===== config.mk =====
export PLATFORM = sky130hd
export DESIGN_NAME = systolic_ctrl_3by3
export DESIGN_NICKNAME = d
export VERILOG_FILES = /design/src/rtl/systolic_ctrl_3by3.sv
export SDC_FILE = /design/constraint.sdc
export NUM_CORES = 1
export LEC_CHECK = 0
export BUFFER_PORTS_ARGS = -buffer_cell sky130_fd_sc_hd__buf_2
export CORE_MARGIN = 4
export CORE_UTILIZATION = 40
export CTS_CLUSTER_DIAMETER = 40
export DETAILED_ROUTE_END_ITERATION = 16
export PLACE_DENSITY = 0.59
export SETUP_SLACK_MARGIN = 0.02
export SYNTH_ARGS = -nofsm -noshare
export SYNTH_HDL_FRONTEND = slang
export SYNTH_SLANG_ARGS = --single-unit

===== constraint.sdc =====
create_clock -name clk -period 2.3 [get_ports clk]
set_clock_uncertainty 0.05 [all_clocks]
set_input_delay 0.345 -clock clk [delete_from_list [all_inputs] [get_ports clk]]
set_output_delay 0.345 -clock clk [all_outputs]
set_load 0.05 [all_outputs]

===== src/rtl/systolic_ctrl_3by3.sv =====
// ---------------------------------------------------------------------------
// systolic_ctrl_3by3
//
// Sequencer for a 3x3 systolic array. It holds two 3x3 8-bit operand
// matrices (A and B) loaded through a simple write port. On start it clears
// the array for one cycle, streams the operands into the array edges with
// the diagonal skew a systolic array expects, samples the array output a
// fixed number of cycles after the first feed cycle, and presents that
// sample through a valid/ready handshake.
//
// Ports:
//   clk                     rising-edge clock
//   reset                   synchronous, active-high reset
//   w_en/w_sel/w_row/w_col  operand write (sel 0 = A, 1 = B), IDLE only;
//   w_data                  a row or column index of 3 drops the write
//   start                   run request, IDLE only
//   busy                    high whenever the sequencer is not IDLE
//   arr_clr                 one-cycle clear pulse to the array
//   in_a_0..2               skewed A operands (row i on in_a_i)
//   in_b_0..2               skewed B operands (column j on in_b_j)
//   arr_out                 array result input
//   res_data/res_valid      captured result and its valid flag
//   res_ready               consumer accepts the result
//
// All outputs come straight from flops. Their next values are derived from
// the next state, so each output already matches the state it belongs to
// in the first cycle of that state.
// ---------------------------------------------------------------------------
module systolic_ctrl_3by3 #(
    // Cycles from the first FEED cycle to the cycle in which arr_out is
    // sampled. Legal range 5..15; the cycle counter is 4 bits wide.
    parameter int unsigned CAPTURE_LAT = 7
) (
    input  logic       clk,
    input  logic       reset,
    input  logic       w_en,
    input  logic       w_sel,
    input  logic [1:0] w_row,
    input  logic [1:0] w_col,
    input  logic [7:0] w_data,
    input  logic       start,
    output logic       busy,
    output logic       arr_clr,
    output logic [7:0] in_a_0,
    output logic [7:0] in_a_1,
    output logic [7:0] in_a_2,
    output logic [7:0] in_b_0,
    output logic [7:0] in_b_1,
    output logic [7:0] in_b_2,
    input  logic [7:0] arr_out,
    output logic [7:0] res_data,
    output logic       res_valid,
    input  logic       res_ready
);

    localparam logic [2:0] S_IDLE   = 3'd0;
    localparam logic [2:0] S_CLEAR  = 3'd1;
    localparam logic [2:0] S_FEED   = 3'd2;
    localparam logic [2:0] S_DRAIN  = 3'd3;
    localparam logic [2:0] S_RESULT = 3'd4;

    // The last feed step is t=4: the far corner element needs two cycles of
    // skew on top of the two cycles it takes to walk a 3-wide edge.
    localparam logic [3:0] FEED_LAST = 4'd4;
    localparam logic [3:0] CAP_CNT   = 4'(CAPTURE_LAT);

    // State and cycle counter. During FEED the counter is the skew time t.
    // It then keeps counting through DRAIN so the capture point is measured
    // from the first FEED cycle.
    logic [2:0] state_q, state_d;
    logic [3:0] cnt_q, cnt_d;

    // Operand storage, indexed [row][col].
    logic [2:0][2:0][7:0] a_q, a_d;
    logic [2:0][2:0][7:0] b_q, b_d;

    // Registered outputs.
    logic            busy_q, busy_d;
    logic            arr_clr_q, arr_clr_d;
    logic [2:0][7:0] in_a_q, in_a_d;
    logic [2:0][7:0] in_b_q, in_b_d;
    logic [7:0]      res_data_q, res_data_d;
    logic            res_valid_q, res_valid_d;

    logic write_ok;

    // Writes are accepted only in IDLE. An index of 3 is out of range, so
    // the write is dropped instead of landing on an aliased location.
    assign write_ok = (state_q == S_IDLE) && w_en &&
                      (w_row != 2'd3) && (w_col != 2'd3);

    // Next state, counter, operand storage and result capture.
    always_comb begin
        // NOTE: every signal driven here gets a default first so that no
        // path through the case leaves it unassigned, which would infer a latch.
        state_d    = state_q;
        cnt_d      = cnt_q;
        a_d        = a_q;
        b_d        = b_q;
        res_data_d = res_data_q;

        if (write_ok) begin
            if (w_sel) begin
                b_d[w_row][w_col] = w_data;
            end else begin
                a_d[w_row][w_col] = w_data;
            end
        end

        case (state_q)
            S_IDLE: begin
                if (start) begin
                    state_d = S_CLEAR;
                end
            end
            S_CLEAR: begin
                state_d = S_FEED;
                cnt_d   = 4'd0;
            end
            S_FEED: begin
                cnt_d = cnt_q + 4'd1;
                if (cnt_q == FEED_LAST) begin
                    state_d = S_DRAIN;
                end
            end
            S_DRAIN: begin
                if (cnt_q == CAP_CNT) begin
                    res_data_d = arr_out;
                    state_d    = S_RESULT;
                end else begin
                    cnt_d = cnt_q + 4'd1;
                end
            end
            S_RESULT: begin
                // The handshake completes in the cycle res_ready is seen.
                if (res_ready) begin
                    state_d = S_IDLE;
                end
            end
            default: begin
                state_d = S_IDLE;
            end
        endcase
    end

    // Skewed feed values for the next cycle. Row i of A enters on in_a_i
    // delayed by i cycles, so A[i][k] appears at t = i + k; column j of B
    // enters on in_b_j the same way, so B[k][j] appears at t = j + k.
    // Storage is read from a_q/b_q: a write taken together with start has
    // already landed by the time the CLEAR cycle computes the t=0 values.
    always_comb begin
        in_a_d = '0;
        in_b_d = '0;
        if (state_d == S_FEED) begin
            for (int i = 0; i < 3; i++) begin
                for (int k = 0; k < 3; k++) begin
                    if (cnt_d == 4'(i + k)) begin
                        in_a_d[i] = a_q[i][k];
                        in_b_d[i] = b_q[k][i];
                    end
                end
            end
        end
    end

    // Status outputs follow the next state so they line up with it.
    always_comb begin
        busy_d      = (state_d != S_IDLE);
        arr_clr_d   = (state_d == S_CLEAR);
        res_valid_d = (state_d == S_RESULT);
    end

    always_ff @(posedge clk) begin
        if (reset) begin
            // NOTE: the operand storage is part of the reset domain; a run
            // started straight after reset must feed zeros, so the 18 bytes
            // are cleared along with the control state.
            state_q     <= S_IDLE;
            cnt_q       <= 4'd0;
            a_q         <= '0;
            b_q         <= '0;
            busy_q      <= 1'b0;
            arr_clr_q   <= 1'b0;
            in_a_q      <= '0;
            in_b_q      <= '0;
            res_data_q  <= 8'd0;
            res_valid_q <= 1'b0;
        end else begin
            // NOTE: state is updated with non-blocking assignments so every
            // flop samples the values from before this edge.
            state_q     <= state_d;
            cnt_q       <= cnt_d;
            a_q         <= a_d;
            b_q         <= b_d;
            busy_q      <= busy_d;
            arr_clr_q   <= arr_clr_d;
            in_a_q      <= in_a_d;
            in_b_q      <= in_b_d;
            res_data_q  <= res_data_d;
            res_valid_q <= res_valid_d;
        end
    end

    assign busy      = busy_q;
    assign arr_clr   = arr_clr_q;
    assign in_a_0    = in_a_q[0];
    assign in_a_1    = in_a_q[1];
    assign in_a_2    = in_a_q[2];
    assign in_b_0    = in_b_q[0];
    assign in_b_1    = in_b_q[1];
    assign in_b_2    = in_b_q[2];
    assign res_data  = res_data_q;
    assign res_valid = res_valid_q;

endmodule


; Yosys cells after proc, flatten, opt, wreduce, memory -nomap -nowiden
; Index checks and enable logic that the tools add are counted.
[classes]
n_reduce_logical = 12
muxes = 31
bitwise_logic = 2
add_sub_neg = 1
n_lt_le_gt_ge = 4
n_eq_ne = 15
[ops]
columns = op, count
row1 = 8-bit 2-to-1 mux, 19
row2 = 72-bit bitwise mux, 2
row3 = 24-bit demux with 2-bit select, 1
row4 = 24-bit 2-to-1 mux, 1
row5 = 8-bit demux with 2-bit select, 1
row6 = 3-bit case mux with 5 select lines, 1
row7 = "4-bit by 3-bit == test with 1-bit output, second input constant", 3
row8 = 3-bit 2-to-1 mux, 4
row9 = 4-bit case mux with 3 select lines, 1
row10 = "3-bit by 2-bit == test with 1-bit output, second input constant", 3
row11 = "4-bit by 2-bit == test with 1-bit output, second input constant", 2
row12 = "3-bit by 1-bit == test with 1-bit output, second input constant", 2
row13 = "3-bit == test, second input constant", 2
row14 = "2-bit by 3-bit less-than comparator with 1-bit output, second input constant", 2
row15 = 2-bit AND reduction, 3
row16 = 1-bit logical AND, 5
row17 = "4-bit by 1-bit adder with 4-bit output, second input constant", 1
row18 = "4-bit by 1-bit == test with 1-bit output, second input constant", 1
row19 = "2-bit by 1-bit >= comparator with 1-bit output, second input constant", 2
row20 = 4-bit zero test, 1
row21 = 4-bit 2-to-1 mux, 1
row22 = "2-bit != test, second input constant", 2
row23 = 3-bit zero test, 1
row24 = 3-bit nonzero test, 1
row25 = 2 further kinds, 3
[totals]
word_cells = 95
register_bits = 210
out_inout_bits = 59
input_bits = 26

; Depth between registers and ports, before layout
[logic_depth]
ltp_word = 7
ltp_mapped = 9
ltp_nobuf = 7

; Least setup slack after synthesis
; No wires, ideal clock.
[synth_path]
path_type = reg-to-reg
startpoint = register cnt_q[0]
endpoint = register in_a_q (netlist bit in_a_1[0])
t_required_ns = 2.134
setup_slack_ns = 0.149
t_arrival_ns = 1.984
path_stages_with_launch = 10
path_buffers = 3
setup_time_ns = 0.116
synth_period_minus_slack_ns = 2.151
path_cell_list = dfxtp_1 -> ha_1 -> and4b_1 -> clkbuf_1 -> a221o_1 -> o31a_1 -> and2_0 -> clkbuf_1 -> buf_2 -> o211a_1
[synth_between]
elab_chain_cells = 7
elab_cells_between_ends = 17
cone_classes = add/sub (1) / eq/ne (6) / mux (8) / bitwise (1) / reduce/logical (1)
[synth_lines]
columns = element, line_no
row1 = start: declaration, 71  ; logic [3:0] cnt_q, cnt_d;
row2 = start signal: assignment, 192  ; cnt_q <= cnt_d;
row3 = 4-bit by 1-bit adder with 4-bit output or 4-bit by 3-bit == test with 1-bit output (tied branches), "121, 131, 127"
row4 = 4-bit 2-to-1 mux, 127  ; if (cnt_q == CAP_CNT) begin
row5 = 4-bit case mux with 3 select lines, 110  ; case (state_q)
row6 = 4-bit by 1-bit == test with 1-bit output, 157  ; if (cnt_d == 4'(i + k)) begin
row7 = 8-bit 2-to-1 mux (3 in series), 157
row8 = end signal: assignment, 197  ; in_a_q <= in_a_d;
row9 = end: declaration, 80  ; logic [2:0][7:0] in_a_q, in_a_d;
; Several ways; a longest one is shown, not always the timed one.
; A chain may end at the register's enable or synchronous reset.

; Final worst setup path
[layout_path]
startpoint = register cnt_q[0]
endpoint = register in_a_q (netlist bit in_a_1[2])
; The elaborated chain is that of the path after synthesis.

==> summary.md <==
| Metric | Value |
|---|---|
| CTS root buffer | clkbuf_16 |
| Wire length of the first global-routing pass | 31610 um |
| Seq pwr share | 41.3% |
| #FFs+latches synth | 210 |
| Crit share post-route | 95.24% |
| Grt met1 use | 25.14% |
| Worst EP required | 2.67 ns |
| CP startpoint kind | flop |
| Number of port buffers | 84 |
| Vias per cell | 4.943 |
| Vias in the first global route | 5830 |
| Crit. End Element | flop |
| Wire length per cell | 16.22 um |
| Row count | 52 |
| Max Root-Sink Buffers | 3 |
| Die area | 22980 um2 |
| CP Class | flop to flop |
| Global-route usage over all layers | 17.19% |
| Top post-synthesis cells by area | dfxtp_1 51%, mux2i_1 19%, nor2_1 6.4% |
| Main flop type after synthesis | dfxtp_1 |
| Power share of the combinational group | 5.8% |
| Final Wtd Congestion | 0.8197 |
| Hold Crit Class | primary input to flop |
| Slew HR | 38.15% |
| Ant diodes | 0 |
| Final Max Tran Viols | 0 |
| Cells after Synth | 842 |
| Share of cells above drive strength 1 | 21.58% |
| P_leak | 4.494 nW |
| Max Cap Viol | 0 |
| Status | finished clean |
| Reg clk slew, reported paths | 0.05 ns |
| Ys Warns | 0 |
| Antenna violations before repair | 0 |
| Number of top-level pins | 85 |
| Final setup vio count | 0 |
| DRC Markers | 0 |
| VDD IR max | 0.5393 mV |
| CTS Buf Count | 31 |
| Ys async rst share | 0% |
| Largest net degree at the start of global routing | 87 |
| Mapped Nets | 870 |
| Die Wd | 151.6 um |
| Grt ovf | 0 |
| Internal | 0.006841 W |
| Area share of the largest cell type after synthesis | 50.98% |
| CTS H-tree lvls | 1 |
| Cell variety after synth | 46 |
| Nets@finish | 977 |
| Initial Util | 40.76% |
| Routed Wire Length | 20160 um |
| Most common cell after layout, fill and taps aside | dfxtp_1 |
| Clk sinks | 210 |
| Largest area contributor in the netlist | dfxtp_1 |
| Worst Max-Slew Pin Slew | 0.9277 ns |
| Max Clk Rate | 456.5 MHz |
| Final Hold Fails | 0 |
| WP data arrival | 2.56 ns |
| Clock latency on the worst-skew pair | 0.54 ns |
| TritonRoute pass-1 iters | 4 |
| Syn Area/Cell | 9.794 um2 |
| DR vias | 6144 |
| Placed cell area | 9181 um2 |
| Seq/Total Area, Yosys | 50.98% |
| CTS tree | built |
| Power per cell area | 858.3 nW/um2 |
| Die height | 151.6 um |
| Core area | 20230 um2 |
| RSZ-0062 raised after global routing | true |
| Fillers | 1851 |
| Mapped Area | 8247 um2 |
| Met2 Use GR | 26.47% |
| Clock share of power | 52.9% |
| Detail Route Antenna Nets | 0 |
| Top Usage Layer GRT | met2 |
| Hold slack | 0.03519 ns |
| Met3 usage | 3.183% |
| Minimum clock period | 2.190 ns |
| Crit-path max FO | 20 |
| Switching Share | 23.12% |
| 1st-iter DRT viols | 316 |
| P&R area growth vs syn | 25.73% |
| Most frequent cells in the layout | 208 x dfxtp_1, 157 x mux2i_1, 140 x nor2_1 |
| EDFF count, synth | 0 |
| Hpwl dp | 12470 um |
| Psw | 0.002058 W |
| Design area | 10370 um2 |
## stage by stage
| step | instances | setup slack [ns] | power, W | utilization [%] | setup TNS (ns) |
|---|---|---|---|---|---|
| after detailed placement | 1177 | -0.02809 | 0.004247 | 45.37 | -0.1021 |
| after global placement | 1177 | 0.02267 | 0.004246 | 45.37 | 0 |
| after CTS | 1242 | 0.01860 | 0.008970 | 51.01 | 0 |
| after floorplan | 842 | 0.1494 | 0.004068 | - | 0 |
| after global routing | 1243 | -0.03266 | 0.009198 | 51.24 | -0.1032 |
| final | 1243 | 0.1096 | 0.008899 | 51.24 | 0 |
## final timing paths
kind	start	endpoint	slack [ns]	cells after the start
worst max register to register	cnt_q[0]$_SDFF_PP0_	in_a_1[2]$_SDFF_PP0_	0.11	7
worst max-delay path	cnt_q[0]$_SDFF_PP0_	in_a_1[2]$_SDFF_PP0_	0.11	7
worst min register to register	res_data[5]$_SDFFE_PP0P_	res_data[5]$_SDFFE_PP0P_	0.40	2
worst min-delay path	start	arr_clr$_SDFF_PP0_	0.04	2
## synth_stat cells (4+ instances only)
cell and n:
dfxtp_1 210, mux2i_1 158, nor2_1 141, nand2_1 44
clkbuf_1 37, inv_1 35, o22ai_1 32, a21oi_1 30
o21ai_0 18, buf_2 16, nor3_1 15, o2bb2ai_1 14
o211a_1 12, buf_1 8, nand3_1 6, and2_1 4
nand2b_1 4, nor2b_1 4, nor3_4 4, o21a_1 4
o221a_2 4
## per-layer routing
metal  vias to the layer above  share of wire, %
li1                       3106                 -
met1                      2876                49
met2                       140                43
met3                        22               6.0
met4                         0               1.2
met5                         -                 0
## area by class of cell
type / count / area [um2] / area share (%)
clock buffers: 40 / 859.6 / 8.290
clock inverters: 17 / 197.7 / 1.907
inverters: 35 / 131.4 / 1.267
multi-input cells: 533 / 3667 / 35.37
flip-flops and latches: 210 / 4207 / 40.57
well taps: 270 / 337.8 / 3.258
repair buffers: 138 / 968.4 / 9.340
## cells by family (layout without fill, tap and decap cells)
kind of cell	count (synthesis)	in the layout	share of synthesized area [%]
multiplexers	158	158	19.18
AND/OR/NAND/NOR	252	252	14.73
buffers and inverters	99	230	4.885
adder cells (fa/ha/maj)	2	2	0.3034
AO/OA/AOI/OAI	121	121	9.923
flip-flops	210	210	50.98
## flip-flops by register name (all words and copies together) (netlist names)
name / cells
a_q: 72
res_data: 8
in_b_2: 8
cnt_q: 4
in_b_1: 8
in_a_1: 8
state_q: 3
res_valid: 1
in_a_2: 8
in_b_0: 8
arr_clr: 1
in_a_0: 8
busy: 1
b_q: 72
## worst max-delay path: stages (launching register included)
cell	delay, ns
dfxtp_2	0.34
ha_1	0.24
and4b_2	0.26
nor3_2	0.20
or2_4	0.34
nand3_1	0.18
buf_12	0.19
o221a_2	0.26
## power groups by stage
| stage | combinational (W) | clock [W] | sequential, W |
|---|---|---|---|
| finish | 0.000520 | 0.00470 | 0.00368 |
| detailed placement | 0.000495 | 0 | 0.00375 |
| CTS | 0.000508 | 0.00479 | 0.00367 |
| floorplan | 0.000307 | 0 | 0.00376 |
| global placement | 0.000494 | 0 | 0.00375 |
| global route | 0.000557 | 0.00497 | 0.00368 |
## repair_timing
action | CTS | global route
resized for setup | 1 | 9
pin swaps | 0 | 2
endpoints found under the hold margin | 8 | 0
setup buffers | 0 | 1
endpoints found under the setup margin | 4 | 48
hold buffers | 8 | 0
Note: power is estimated with default switching activity, not from simulation.
